[config.mk]
export PLATFORM = sky130hd
export DESIGN_NAME = multi_loop_counter
export DESIGN_NICKNAME = d
export VERILOG_FILES = /design/src/rtl/multi_loop_counter.sv
export SDC_FILE = /design/constraint.sdc
export NUM_CORES = 1
export LEC_CHECK = 0
export ABC_AREA = 1
export CORE_MARGIN = 2
export CORE_UTILIZATION = 50
export DETAILED_ROUTE_END_ITERATION = 12
export MAX_ROUTING_LAYER = met4
export PLACE_DENSITY = 0.83
export SLEW_MARGIN = 20
export SYNTH_ARGS = -nofsm -noshare
export SYNTH_HDL_FRONTEND = slang
export SYNTH_SLANG_ARGS = --single-unit
[constraint.sdc]
create_clock -name Clock -period 2 [get_ports Clock]
set_clock_uncertainty 0.1 [all_clocks]
set_input_delay 0.4 -clock Clock [delete_from_list [all_inputs] [get_ports Clock]]
set_output_delay 0.4 -clock Clock [all_outputs]
set_load 0.03 [all_outputs]
[src/rtl/multi_loop_counter.sv]
// Bank of independent step sequencers: each channel walks STEPS steps per loop
// for a latched number of loops (0 = forever), pulsing Done on natural completion.
module multi_loop_counter #(
  parameter  int CH     = 4,
  parameter  int STEPS  = 16,
  parameter  int LOOP_W = 8,
  localparam int SIDX_W = $clog2(STEPS)
) (
  input  logic                 Clock,
  input  logic                 nReset,
  input  logic                 Step,
  input  logic [CH-1:0]        nStart,
  input  logic [CH-1:0]        nStop,
  input  logic [CH*LOOP_W-1:0] Loops,
  output logic [CH-1:0]        Play,
  output logic [CH*SIDX_W-1:0] StepIdx,
  output logic [CH*LOOP_W-1:0] LoopIdx,
  output logic [CH-1:0]        Done
);

  typedef enum logic {
    S_IDLE,
    S_PLAY
  } state_e;

  localparam logic [SIDX_W-1:0] LAST_STEP = SIDX_W'(STEPS - 1);

  genvar gi;
  generate
    for (gi = 0; gi < CH; gi++) begin : g_ch
      state_e              state_q;
      logic [SIDX_W-1:0]   step_q;
      logic [LOOP_W-1:0]   loop_q;
      logic [LOOP_W-1:0]   len_q;
      logic                done_q;

      always_ff @(posedge Clock) begin
        done_q <= 1'b0;
        if (!nReset) begin
          state_q <= S_IDLE;
          step_q  <= '0;
          loop_q  <= '0;
          len_q   <= '0;
        end else if (!nStart[gi]) begin
          state_q <= S_PLAY;
          len_q   <= Loops[gi*LOOP_W +: LOOP_W];
          step_q  <= '0;
          loop_q  <= '0;
        end else if (!nStop[gi]) begin
          state_q <= S_IDLE;
          step_q  <= '0;
          loop_q  <= '0;
        end else if (Step && (state_q == S_PLAY)) begin
          if (step_q != LAST_STEP) begin
            step_q <= step_q + 1'b1;
          end else begin
            step_q <= '0;
            // Final loop keeps its index so the completed count stays visible
            if ((len_q != '0) && (loop_q == len_q - 1'b1)) begin
              state_q <= S_IDLE;
              done_q  <= 1'b1;
            end else begin
              loop_q <= loop_q + 1'b1;
            end
          end
        end
      end

      assign Play[gi]                        = (state_q == S_PLAY);
      assign Done[gi]                        = done_q;
      assign StepIdx[gi*SIDX_W +: SIDX_W]    = step_q;
      assign LoopIdx[gi*LOOP_W +: LOOP_W]    = loop_q;
    end
  endgenerate

endmodule

Word level (Yosys, flattened, before mapping)
Cells that the tools add are included.

cells by class
  multiplexer cells = 28
  bitwise logic cells = 21
  reductions and logical operators = 28
  add/sub/neg operators = 12
  equality and inequality tests = 20

operators with widths
  kind                   count
  $reduce_and A3 Y1      12
  $add A8 B1 Y8 const B  4
  $eq A8 B8 Y1           4
  $reduce_bool A8 Y1     4
  $sub A8 B1 Y8 const B  4
  $mux W1                24
  $ne A3 B2 Y1 const B   8
  $not A1 Y1             21
  $reduce_or A5 Y1       4
  $add A4 B1 Y4 const B  4
  $mux W4                4
  $ne A4 B4 Y1 const B   4
  $ne A3 B3 Y1 const B   4
  $logic_and A1 B1 Y1    8

storage, ports and cells
  word-level logic and storage cells = 129
  output and inout port bits = 56
  bits of input ports = 43
  flip-flop bits (word level) = 88

Depth between registers and ports, before layout
Gate-level depths: netlist of the first run.

  depth in word-level cells = 8
  gate-level depth with buffers = 15
  gate-level depth less buffers = 15

Worst setup path before layout of the first run
OpenSTA, ideal clock, no wires.

  kind = register to register
  start = reg g_ch[2].len_q[0]
  end = reg g_ch[2].loop_q[1]
  arrival time = 1.645 ns
  stages on the path, launching flop included = 14
  period minus slack after synthesis = 1.858 ns
  slack = 0.142 ns
  library setup time = 0.114 ns
  buffers on the path = 0
  data required time = 1.786 ns
  cell sequence = dfxtp_1 -> inv_1 -> ha_1 -> inv_1 -> nor2_1 -> nor2_1 -> nand2_1 -> nand2_1 -> nor2_2 -> nand4_4 -> nand2_4 -> inv_1 -> nor2_1 -> nor2_1

between the ends
  longest elaborated chain between the ends = 5
  elaborated cells between the ends (all ways) = 6

RTL lines
  item                           RTL line  text
  start, declared                34        logic [LOOP_W-1:0] len_q;
  start signal, assigned         46        len_q <= Loops[gi*LOOP_W +: LOOP_W];
  $sub A8 B1 Y8                  59        if ((len_q != '0) && (loop_q == len_q - 1'b1)) begin
  $eq A8 B8 Y1                   59
  $logic_and A1 B1 Y1 *          59
  $not A1 Y1 (no line) *         n/a
  $reduce_and A3 Y1 (no line) *  n/a
  end signal, assigned           63        loop_q <= loop_q + 1'b1;
  end, declared                  33        logic [LOOP_W-1:0] loop_q;

Every way passes the cells marked *; elsewhere a longest branch is shown, timed or not.
A chain may end at the register's enable or synchronous reset.

Worst setup path in the final report of the first run
  start = reg g_ch[0].step_q[0]
  end = out StepIdx[0]

RTL lines
  item                    RTL line  text
  start, declared         32        logic [SIDX_W-1:0] step_q;
  start signal, assigned  55        step_q <= step_q + 1'b1;
  end, declared           16        output logic [CH*SIDX_W-1:0] StepIdx,

No word-level cell between the ends.

==> results of run 1 <==
[cell type report]
type | count | area share [%]
Timing Repair Buffer | 151 | 20.5
Multi-Input combinational cell | 562 | 44.3
Tap cell | 136 | 2.45
Clock buffer | 9 | 1.78
Inverter | 85 | 4.77
Sequential cell | 88 | 25.5
Clock inverter | 7 | 0.703
[cells by family after synthesis]
logic type,after synthesis
AO/OA/AOI/OAI,105
XOR/XNOR,51
adder cells (fa/ha/maj),16
buffers and inverters,111
flip-flops,88
AND/OR/NAND/NOR,389
[flip-flops by register name, indices dropped and copies added, names as in the netlist]
| register | count |
|---|---|
| g_ch.len_q | 32 |
| g_ch.done_q | 4 |
| g_ch.step_q | 16 |
| g_ch.state_q | 4 |
| g_ch.loop_q | 32 |
[report_power, final]
part           total [mW]  internal (mW)  switching (mW)
Sequential           1.87           1.81          0.0609
Combinational       0.705          0.318           0.387
Clock                1.10          0.451           0.651
[metal layers]
layer | GRT usage, % | vias to the layer above | routed length [um] | share of wire [%]
met5 | - | - | 0 | 0
met4 | 6.30 | 0 | 157 | 1.2
met3 | 2.91 | 17 | 642 | 5.0
met2 | 37.5 | 146 | 6170 | 48
met1 | 30.2 | 2354 | 5850 | 46
li1 | - | 2710 | - | -
[Yosys cell counts]
cell        n  share of area [%]
a21oi_1    60                5.8
buf_1       1              0.073
buf_2       2               0.19
buf_4       9                1.3
buf_6       1               0.22
clkbuf_1   13               0.95
clkinv_1    1              0.073
dfxtp_1    88                 34
ha_1       16                3.9
inv_1      81                5.9
inv_2       3               0.22
nand2_1   162                 12
nand2_2     1               0.12
nand2_4     4               0.87
nand2b_1    1               0.12
nand3_1    66                6.4
nand3_2     2               0.39
nand3_4     2               0.68
nand3b_1    3               0.44
nand4_1    11                1.3
nand4_4     1               0.41
nor2_1    107                7.8
nor2_2     12                1.5
nor2_4      2               0.44
nor2b_1     1               0.12
nor3_1      9               0.87
nor3_2      1               0.19
nor4_1      3               0.36
o21a_1      1               0.15
o21ai_0    41                4.0
o21ai_1     1              0.097
o21bai_1    2               0.29
or2_1       1               0.12
xnor2_1    17                2.9
xor2_1     34                5.8
[timing repair]
action                                 CTS  global route
pin swaps                                5            24
resized for setup                       27            54
gates cloned                             0             1
endpoints found under the hold margin    0             0
setup endpoints to repair               28            43
buffers inserted                         3             9
[path summary, 6_finish.rpt]
check,startpoint,to,slack (ps),cells past startpoint
worst max-delay path,g_ch[0].step_q[0],StepIdx[0],50,1
worst min-delay path,g_ch[0].step_q[2],g_ch[0].step_q[2],400,2
worst max register to register,g_ch[1].len_q[0],g_ch[1].loop_q[5],100,11
worst min register to register,g_ch[0].step_q[2],g_ch[0].step_q[2],400,2
[per-stage QoR]
stage,setup slack [ps],hold slack [ps],instances
final,46.4,399,1038
after floorplan,142,374,760
after global routing,-25.5,429,1038
after CTS,3.98,401,1028
after detailed placement,-129,387,1009
after global placement,-67.8,381,1009
==> results.md, run 1 <==
* Status: complete, no violations
* Crit path DAT at 1450 ps
* DRT Wirelength at 12.8 mm
* Area taken by multi-input logic gates at 3070 um2
* Fraction of the mapped netlist area in compound gates at 10.3%
* VDD IR max at 0.326 mV
* Most common cell after layout, fill and taps aside: nand2_1
* MaxCap Viol Count at 0
* Fill cells at 855
* Synthesized area per cell at 6.78 um2
* Top delay family on crit path: buffers and inverters
* Fin util at 68.2%
* Nets@finish at 956
* # DRC at 0
* CTS clk-pin slew, worst paths at 100 ps
* Chip height at 106 um
* WP buf/inv at 1
* Synthesized area at 5150 um2
* Multiplexer share of the synthesized area at 0%
* Row count at 37
* Post-synthesis xor/xnor area fraction at 8.67%
* CTS Buf Count at 9
* Crit end category: primary output
* Final HPWL DP at 9.39 mm
* CTS root buf: clkbuf_8
* First-pass GRT wire length at 20.8 mm
* Seq/Total Area, Yosys at 34.2%
* Placement Cell Area at 6490 um2
* Routed vias at 5,227
* Die Area at 11,100 um2
* Die width at 106 um
* Initial DRT Pass Iterations at 5
* Antenna diodes at 0
* RSZ-0062 raised after global routing: true
* Core ar. at 10,200 um2
* Vias per inst at 5.04
* Clock latency on the worst-skew pair at 360 ps
* Leak at 3.16 nW
* Synth Area in Simple Gates at 34.0%
* Final Max Slew Viols at 0
* Vias in the first global route at 4,644
* Largest family of logic cells by synthesized area: simple AND/OR/NAND/NOR gates
* CTS tree: yes
* Hold Crit Class: flip-flop to flip-flop
* H-tree levels at 3
* DR iter-0 viols at 212
* Mapped Cells at 760
* Critical path startpoint category: flip-flop
* Clk sinks at 88
* Least-Margin Pin Slew at 399 ps
* Post-layout instance area at 6950 um2
* Seq cells post-synth at 88
* Hold buffer count at cts at 0
* Crit-path max FO at 4
* Critical setup path kind: flip-flop to primary output
* Syn Nets at 819
* Endpoints failing setup at 0
* Initial core utilization at 50.6%
* Fmax at 512 MHz
* Final Hold Violating Endpoints at 0
* Post-synthesis adder-cell area fraction at 3.89%
* WL/cell at 12.4 um
* Total Power at 3.67 mW
* Crit share post-route at 97.7%
* Clock tree buffer depth at 2
* Netlist cell types at 35
* GRT Total Usage at 23.0%
* Setup TNS at 0 ps
* Slew headroom at 73.2%
* Crit-path cells: clkdlybuf4s50_1
* Antenna violations before repair at 0
* Pwr dens at 529 nW/um2
* Congestion Overflow GR at 0
* PortBufs at 98
* Most frequent cells in the layout: 161 x nand2_1, 100 x nor2_1, 80 x dfxtp_1
* Fin crit period at 1950 ps
* Crit-path max cell delay at 690 ps
* Antenna-violating nets left at 0
* Critical-path top delay cell: clkdlybuf4s50_1
* GPL Wtd Cong at 0.874
* Layout cells sized above 1 at 14.9%
* Maximum number of pins on one net before global-route repair at 17
* CP Data Required Time at 1500 ps
* Flip-flop and latch area at 1770 um2
* Yosys warnings at 0
* Area growth syn-to-layout at 34.8%
* IO Pins at 99
Note: power is estimated with default switching activity, not from simulation.
==> inputs of run 2 (changes only) <==
Settings changed: HOLD_SLACK_MARGIN from default to 0.02.
==> results of run 2 <==
Same layout as run 1: the final DEF is identical, and so are final timing and power.
